## src/rtl/display_arbiter.sv

```systemverilog
// Round-robin arbiter that time-shares the 8-digit display between four requesters,
// holding each grant for a minimum dwell and registering the owner's nibbles for seg0..seg7.
`timescale 1ns/1ps
module display_arbiter #(
  parameter int DWELL = 50_000_000,
  parameter int CNT_W = 26
) (
  input  logic        clk,
  input  logic        reset,
  input  logic [3:0]  req,
  input  logic [31:0] data0,
  input  logic [31:0] data1,
  input  logic [31:0] data2,
  input  logic [31:0] data3,
  output logic [3:0]  gnt,
  output logic [1:0]  owner,
  output logic        active,
  output logic [3:0]  seg0,
  output logic [3:0]  seg1,
  output logic [3:0]  seg2,
  output logic [3:0]  seg3,
  output logic [3:0]  seg4,
  output logic [3:0]  seg5,
  output logic [3:0]  seg6,
  output logic [3:0]  seg7
);

  localparam logic [CNT_W-1:0] RELOAD = CNT_W'(DWELL - 1);

  typedef enum logic {IDLE, HOLD} state_t;

  state_t           state, state_nxt;
  logic [1:0]       last, last_nxt, owner_nxt;
  logic [CNT_W-1:0] cnt, cnt_nxt;
  logic [3:0]       gnt_nxt;
  logic             active_nxt;
  logic [1:0]       win;
  logic [3:0]       others;
  logic             take;
  logic [31:0]      owner_data_p0;
  logic [31:0]      seg_word_p1;

  function automatic logic [3:0] onehot(input logic [1:0] idx);
    return 4'b0001 << idx;
  endfunction

  // Scan from farthest to nearest so the nearest requester after base overrides;
  // base itself is visited as the farthest candidate and thus wins only when alone.
  function automatic logic [1:0] rr_pick(input logic [3:0] r, input logic [1:0] base);
    logic [1:0] idx;
    logic [1:0] pick;
    pick = base;
    for (int k = 4; k >= 1; k--) begin
      idx = base + 2'(k);
      if (r[idx]) pick = idx;
    end
    return pick;
  endfunction

  always_comb begin
    win        = rr_pick(req, last);
    others     = req & ~onehot(owner);
    take       = 1'b0;
    state_nxt  = state;
    owner_nxt  = owner;
    last_nxt   = last;
    cnt_nxt    = cnt;
    gnt_nxt    = gnt;
    active_nxt = active;

    unique case (state)
      IDLE: begin
        gnt_nxt    = '0;
        active_nxt = 1'b0;
        if (req != 4'b0000) take = 1'b1;
      end
      HOLD: begin
        if (!req[owner]) begin
          if (req != 4'b0000) begin
            take = 1'b1;
          end else begin
            state_nxt  = IDLE;
            gnt_nxt    = '0;
            active_nxt = 1'b0;
          end
        end else if (cnt != '0) begin
          cnt_nxt = cnt - CNT_W'(1);
        end else if (others != 4'b0000) begin
          take = 1'b1;
        end
      end
      default: state_nxt = IDLE;
    endcase

    if (take) begin
      state_nxt  = HOLD;
      owner_nxt  = win;
      last_nxt   = win;
      cnt_nxt    = RELOAD;
      gnt_nxt    = onehot(win);
      active_nxt = 1'b1;
    end
  end

  // Stage p0: select the registered owner's live data word
  always_comb begin
    case (owner)
      2'd0:    owner_data_p0 = data0;
      2'd1:    owner_data_p0 = data1;
      2'd2:    owner_data_p0 = data2;
      default: owner_data_p0 = data3;
    endcase
  end

  // Stage p1: control registers and the display word; seg holds while idle
  always_ff @(posedge clk) begin
    if (!reset) begin
      state       <= IDLE;
      gnt         <= '0;
      owner       <= '0;
      active      <= 1'b0;
      last        <= 2'd3;
      cnt         <= '0;
      seg_word_p1 <= '0;
    end else begin
      state  <= state_nxt;
      gnt    <= gnt_nxt;
      owner  <= owner_nxt;
      active <= active_nxt;
      last   <= last_nxt;
      cnt    <= cnt_nxt;
      if (active) seg_word_p1 <= owner_data_p0;
    end
  end

  assign seg0 = seg_word_p1[3:0];
  assign seg1 = seg_word_p1[7:4];
  assign seg2 = seg_word_p1[11:8];
  assign seg3 = seg_word_p1[15:12];
  assign seg4 = seg_word_p1[19:16];
  assign seg5 = seg_word_p1[23:20];
  assign seg6 = seg_word_p1[27:24];
  assign seg7 = seg_word_p1[31:28];

endmodule

```

## config.mk

```make
export PLATFORM = sky130hd
export DESIGN_NAME = display_arbiter
export DESIGN_NICKNAME = d
export VERILOG_FILES = /design/src/rtl/display_arbiter.sv
export SDC_FILE = /design/constraint.sdc
export NUM_CORES = 1
export LEC_CHECK = 0
export CORE_ASPECT_RATIO = 0.8
export CORE_UTILIZATION = 45
export DETAILED_ROUTE_END_ITERATION = 7
export PLACE_DENSITY_LB_ADDON = 0.05
export SLEW_MARGIN = 10
export SYNTH_ARGS = -nofsm -noshare
export SYNTH_HDL_FRONTEND = slang
export SYNTH_SLANG_ARGS = --single-unit
```

## constraint.sdc

```tcl
create_clock -name clk -period 6 [get_ports clk]
set_clock_uncertainty 0.05 [all_clocks]
set_input_delay 0.6 -clock clk [delete_from_list [all_inputs] [get_ports clk]]
set_output_delay 0.6 -clock clk [all_outputs]
set_load 0.01 [all_outputs]
```

# Word level (Yosys, flattened, before mapping)
# Cells that the tools add are included.
# totals
ff_bits	68
out_inout_bits	39
# op_classes
addsub	4
n_lt_le_gt_ge	4
n_eq_ne	4
n_shift	2
mux	32
n_bitwise	4
n_reduce_logical	11
# op_table
op	count
$mux 26	4
$pmux 32 s3	1
$reduce_bool 26->1	1
$sub 26x1->26 const B	1
$mux 1	14
$lt 2x3->1 const B	4
$mux 4	3
$bmux 1 s2	4
$pmux 4 s2	1
$reduce_bool 4->1	2
$shl 1x2->4 const A	2
$mux 2	3
$ne 3x3->1 const B	2
$reduce_and 3->1	2
$reduce_bool 2->1	3
$add 2x2->2 const B	2
$and 4x4->4	1
$not 4->4	1
$pmux 1 s2	2
$add 2x1->2 const B	1
$eq 2x1->1 const B	1
$eq 2x2->1 const B	1
$logic_not 2->1	1
$not 1->1	2
other kinds (2)	2

# Logic depth before layout (Yosys ltp)
# depth
ltp_word	10
mapped_depth	9

# Worst setup path before layout
# No wires, ideal clock.
# synth_timing
path_kind	input-to-reg
startpoint	input port req[1]
endpoint	register cnt[21]
setup_time_ns	0.069
t_arrival_ns	2.311
t_required_ns	5.881
setup_slack_ns	3.571
cell_stages	8
path_buffers	2
cell_sequence	clkbuf_1 -> mux4_2 -> and2_4 -> buf_6 -> a21oi_4 -> nor3b_4 -> or4_1 -> o21ai_1
# synth_via
elab_chain_len	8
word_cells_on_any_way	15
cone_classes	mux: 8; bitwise: 1; reduce/logical: 6
# synth_lines
element	line	source
start, declared	10	input logic [3:0] req,
$and 4x4->4	62	others = req & ~onehot(owner);
$reduce_bool 4->1	88	end else if (others != 4'b0000) begin
$mux 1	88	
$mux 1	86	end else if (cnt != '0) begin
$mux 1	78	if (!req[owner]) begin
$pmux 1 s2	71	unique case (state)
$reduce_bool 2->1 (no line)	-	
$reduce_and 3->1 (no line)	-	
end signal, assigned	131	cnt <= cnt_nxt;
end, declared	34	logic [CNT_W-1:0] cnt, cnt_nxt;
# Several ways; a longest one is shown, not always the timed one. The select of a mux whose other input is x is not followed.
# A chain may end at the register's enable or synchronous reset.

# Final worst setup path
# layout_timing
startpoint	register cnt[14]
endpoint	register cnt[4]
# layout_via
elab_chain_len	6
word_cells_on_any_way	9
cone_classes	mux: 4; reduce/logical: 5
# layout_lines
element	line
$reduce_bool 26->1 *	86
$mux 1	86
$mux 1	78
$pmux 1 s2	71
$reduce_bool 2->1 (no line)	-
$reduce_and 3->1 (no line)	-
# Mark *: on every way between the ends. The rest lies on a longest branch, timed or not.

==> results.md <==
- Largest area contributor in the netlist: dfxtp_1
- NetSw: slightly above 400 µW
- PwrDens: 240 nW/µm²
- TritonCTS Buffers: 9
- Clock buffer depth: 2
- Filler cell count: 636
- Final ANT Viol Nets: 0
- Worst slew pin tran: 1.03 ns
- Hold Path Class: reg2reg
- Post-CTS resize count: 0
- Net Sw Frac: 0.293
- RePlAce Congestion: 0.900
- Largest cells by area after synthesis: dfxtp_1, mux4_2, mux2i_1, nor2_1, a21oi_1
- Final period util: 0.478
- Vias per std cell: 5.58
- Overall Global Routing Usage: 0.256
- Root Driver: clkbuf_8
- Die height: 84.2 µm
- Number of antenna diodes: 0
- Pin count of the biggest net entering global routing: 50
- Max capacitance violation total: 0
- Avg Cell Area, Syn: 10.0 µm²
- Via Count: around 3,600
- Vias in the first global route: around 3,600
- Share of the synthesized area in the top cell type: 0.358
- Synth warn: 0
- Max VDD drop: 0.120 mV
- Detailed Place HPWL: 8.23 mm
- Slew Viols, Final: 0
- H-tree levels: 3
- Setup ws final: 3.13 ns
- Site Rows: 29
- CP startpoint kind: register
- Cts hold-fix bufs: 0
- Fmax achieved: 0.349 GHz
- Final-report setup violation count: 0
- Seq/Total Area, Yosys: 0.358
- Async SR Flop Fraction: 0
- Initial DRC count: between 200 and 250
- Slew margin rel.: 0.316
- RSZ-0062 raised after global routing: false
- Primary FF master, synth: dfxtp_1
- I/O pin count: 173
- Layout Utilization: 0.711
- Register share of total power: 0.413
- CTS tree: yes
- First-pass GRT wire length: 17.9 mm
- Final hold vios: 0
- Area growth syn-to-layout: 50.7%
- Worst setup EP type: register
- # nets final: 672
- Final Critical Period: ~2.9 ns
- Data required time of the worst path: roughly 6.2 ns
- Number of remaining DRC errors: 0
- I/O Buffers: 172
- Clock power frac: 0.267
- Reg clk slew, reported paths: roughly 0.070 ns
- Commonest cells after routing, fill and taps aside: clkdlybuf4s50_1, nor2_1, dfxtp_1, mux2i_1, mux4_2
- Grt total ovfl: 0
- Total power: 1.37 mW
- CP Class: reg2reg
- Synth cell types: 53
- Avg WL per Cell: 17.1 µm
- Net Count, Synth: around 500
- Gate power share: 0.320
- Synthesized instance count: 379
- Setup TNS Final: 0 ns
- P_int: 972 µW
- Mapped Area: between 3000 and 4000 µm²
- Synthesized flop and latch total: 68
- Drt total wl: 11.1 mm
- Initial antenna violation count: 0
- Arrival time worst endpoint: 3.04 ns
- Lkg Pwr: 2.09 nW
- Die extent in x: between 100 and 150 µm
- Initial Util: 0.472
- Clk Latency, worst-skew pair: 0.33 ns
- Post-synth EDFFs: 0
- CP Max Fanout: 17
- Clock sinks: 68
- Commonest non-fill, non-tap cell in the layout: clkdlybuf4s50_1
- Share of layout cells above drive strength 1: 0.115
- Post-CTS Setup Repair Bufs: 0
- Core area: 8060 µm²
- Die footprint: 8820 µm²
- 1st-pass router iterations: 7
- Setup WS pre-CTS: 3.01 ns
- Status: finished, final reports clean
synth_stat cells, types with 3 or more instances:
library cell   n
a21oi_1       17
a31oi_1        6
buf_1          4
buf_2          6
buf_6          4
clkbuf_1      13
dfxtp_1       68
inv_1          6
mux2i_1       34
mux4_2        33
nand2_1       13
nand3_1        6
nor2_1        79
nor3_1        11
nor4_1         8
o21ai_0       11
o21ai_1        3
or3_1          3
or4_1          3
xnor2_1        7
stage by stage:
| step | hold slack, ns | cells | area, µm² |
|---|---|---|---|
| 3_5_place_dp | 0.420 | 634 | 5540 |
| 2_1_floorplan | 0.391 | 379 | 3800 |
| 6_report | 0.429 | 649 | 5730 |
| 3_3_place_gp | 0.409 | 634 | 5540 |
| 4_1_cts | 0.432 | 649 | 5730 |
| 5_1_grt | 0.461 | 649 | 5730 |
worst paths after layout:
check / startpoint / endpoint / depth (start not counted) / slack, ns
worst min-delay path: cnt[13]$_SDFFE_PN0P_ / cnt[13]$_SDFFE_PN0P_ / 2 / 0.43
worst max-delay path: cnt[14]$_SDFFE_PN0P_ / cnt[4]$_SDFFE_PN0P_ / 6 / 3.13
worst min register to register: cnt[13]$_SDFFE_PN0P_ / cnt[13]$_SDFFE_PN0P_ / 2 / 0.43
worst max register to register: cnt[14]$_SDFFE_PN0P_ / cnt[4]$_SDFFE_PN0P_ / 6 / 3.13
per-layer routing:
| layer | GRT usage | routed length [µm] | part of all wire |
|---|---|---|---|
| met4 | 0.0461 | 82 | 0.0074 |
| met2 | 0.436 | 5460 | 0.49 |
| met5 | 0 | 0 | 0 |
| met1 | 0.329 | 4630 | 0.42 |
| met3 | 0.0714 | 904 | 0.082 |
cell families after synthesis:
logic type / share of synthesized area
muxes: 0.285
DFF: 0.358
adders and majority gates: 0.00329
buffers and inverters: 0.0424
xor gates and xnor gates: 0.0184
AOI/OAI and AO/OA: 0.107
and+or+nand+nor: 0.186
power groups by stage:
stage                     registers [mW]  clock network (mW)  logic (mW)
final                              0.568               0.367       0.439
after global routing               0.578               0.401       0.473
after CTS                          0.568               0.379       0.442
after detailed placement           0.578                   0       0.440
after global placement             0.575                   0       0.432
after floorplan                    0.555                   0       0.262
final cells by class:
class,instances,area (µm²),share of cell area
sequential,68,1370,0.238
timing repair buffer,174,1740,0.303
clock buffer,11,141,0.0247
inverter,6,22.5,0.00393
multi-input combinational,278,2280,0.398
tap,108,135,0.0236
clock inverter,4,50.0,0.00873
worst max-delay path: stages (launching register included):
cell	delay, ns
dfxtp_1	0.39
nor4_1	0.60
nand4b_1	0.42
o21ai_0	0.28
nor3b_4	0.64
nor2_1	0.11
o221a_2	0.28
sequential cells by signal (all words and copies together), names as in the netlist:
register	flops
active	1
owner	2
seg_word_p1	32
gnt	4
cnt	26
state	1
last	2
Power figures use the tool's default switching activity.
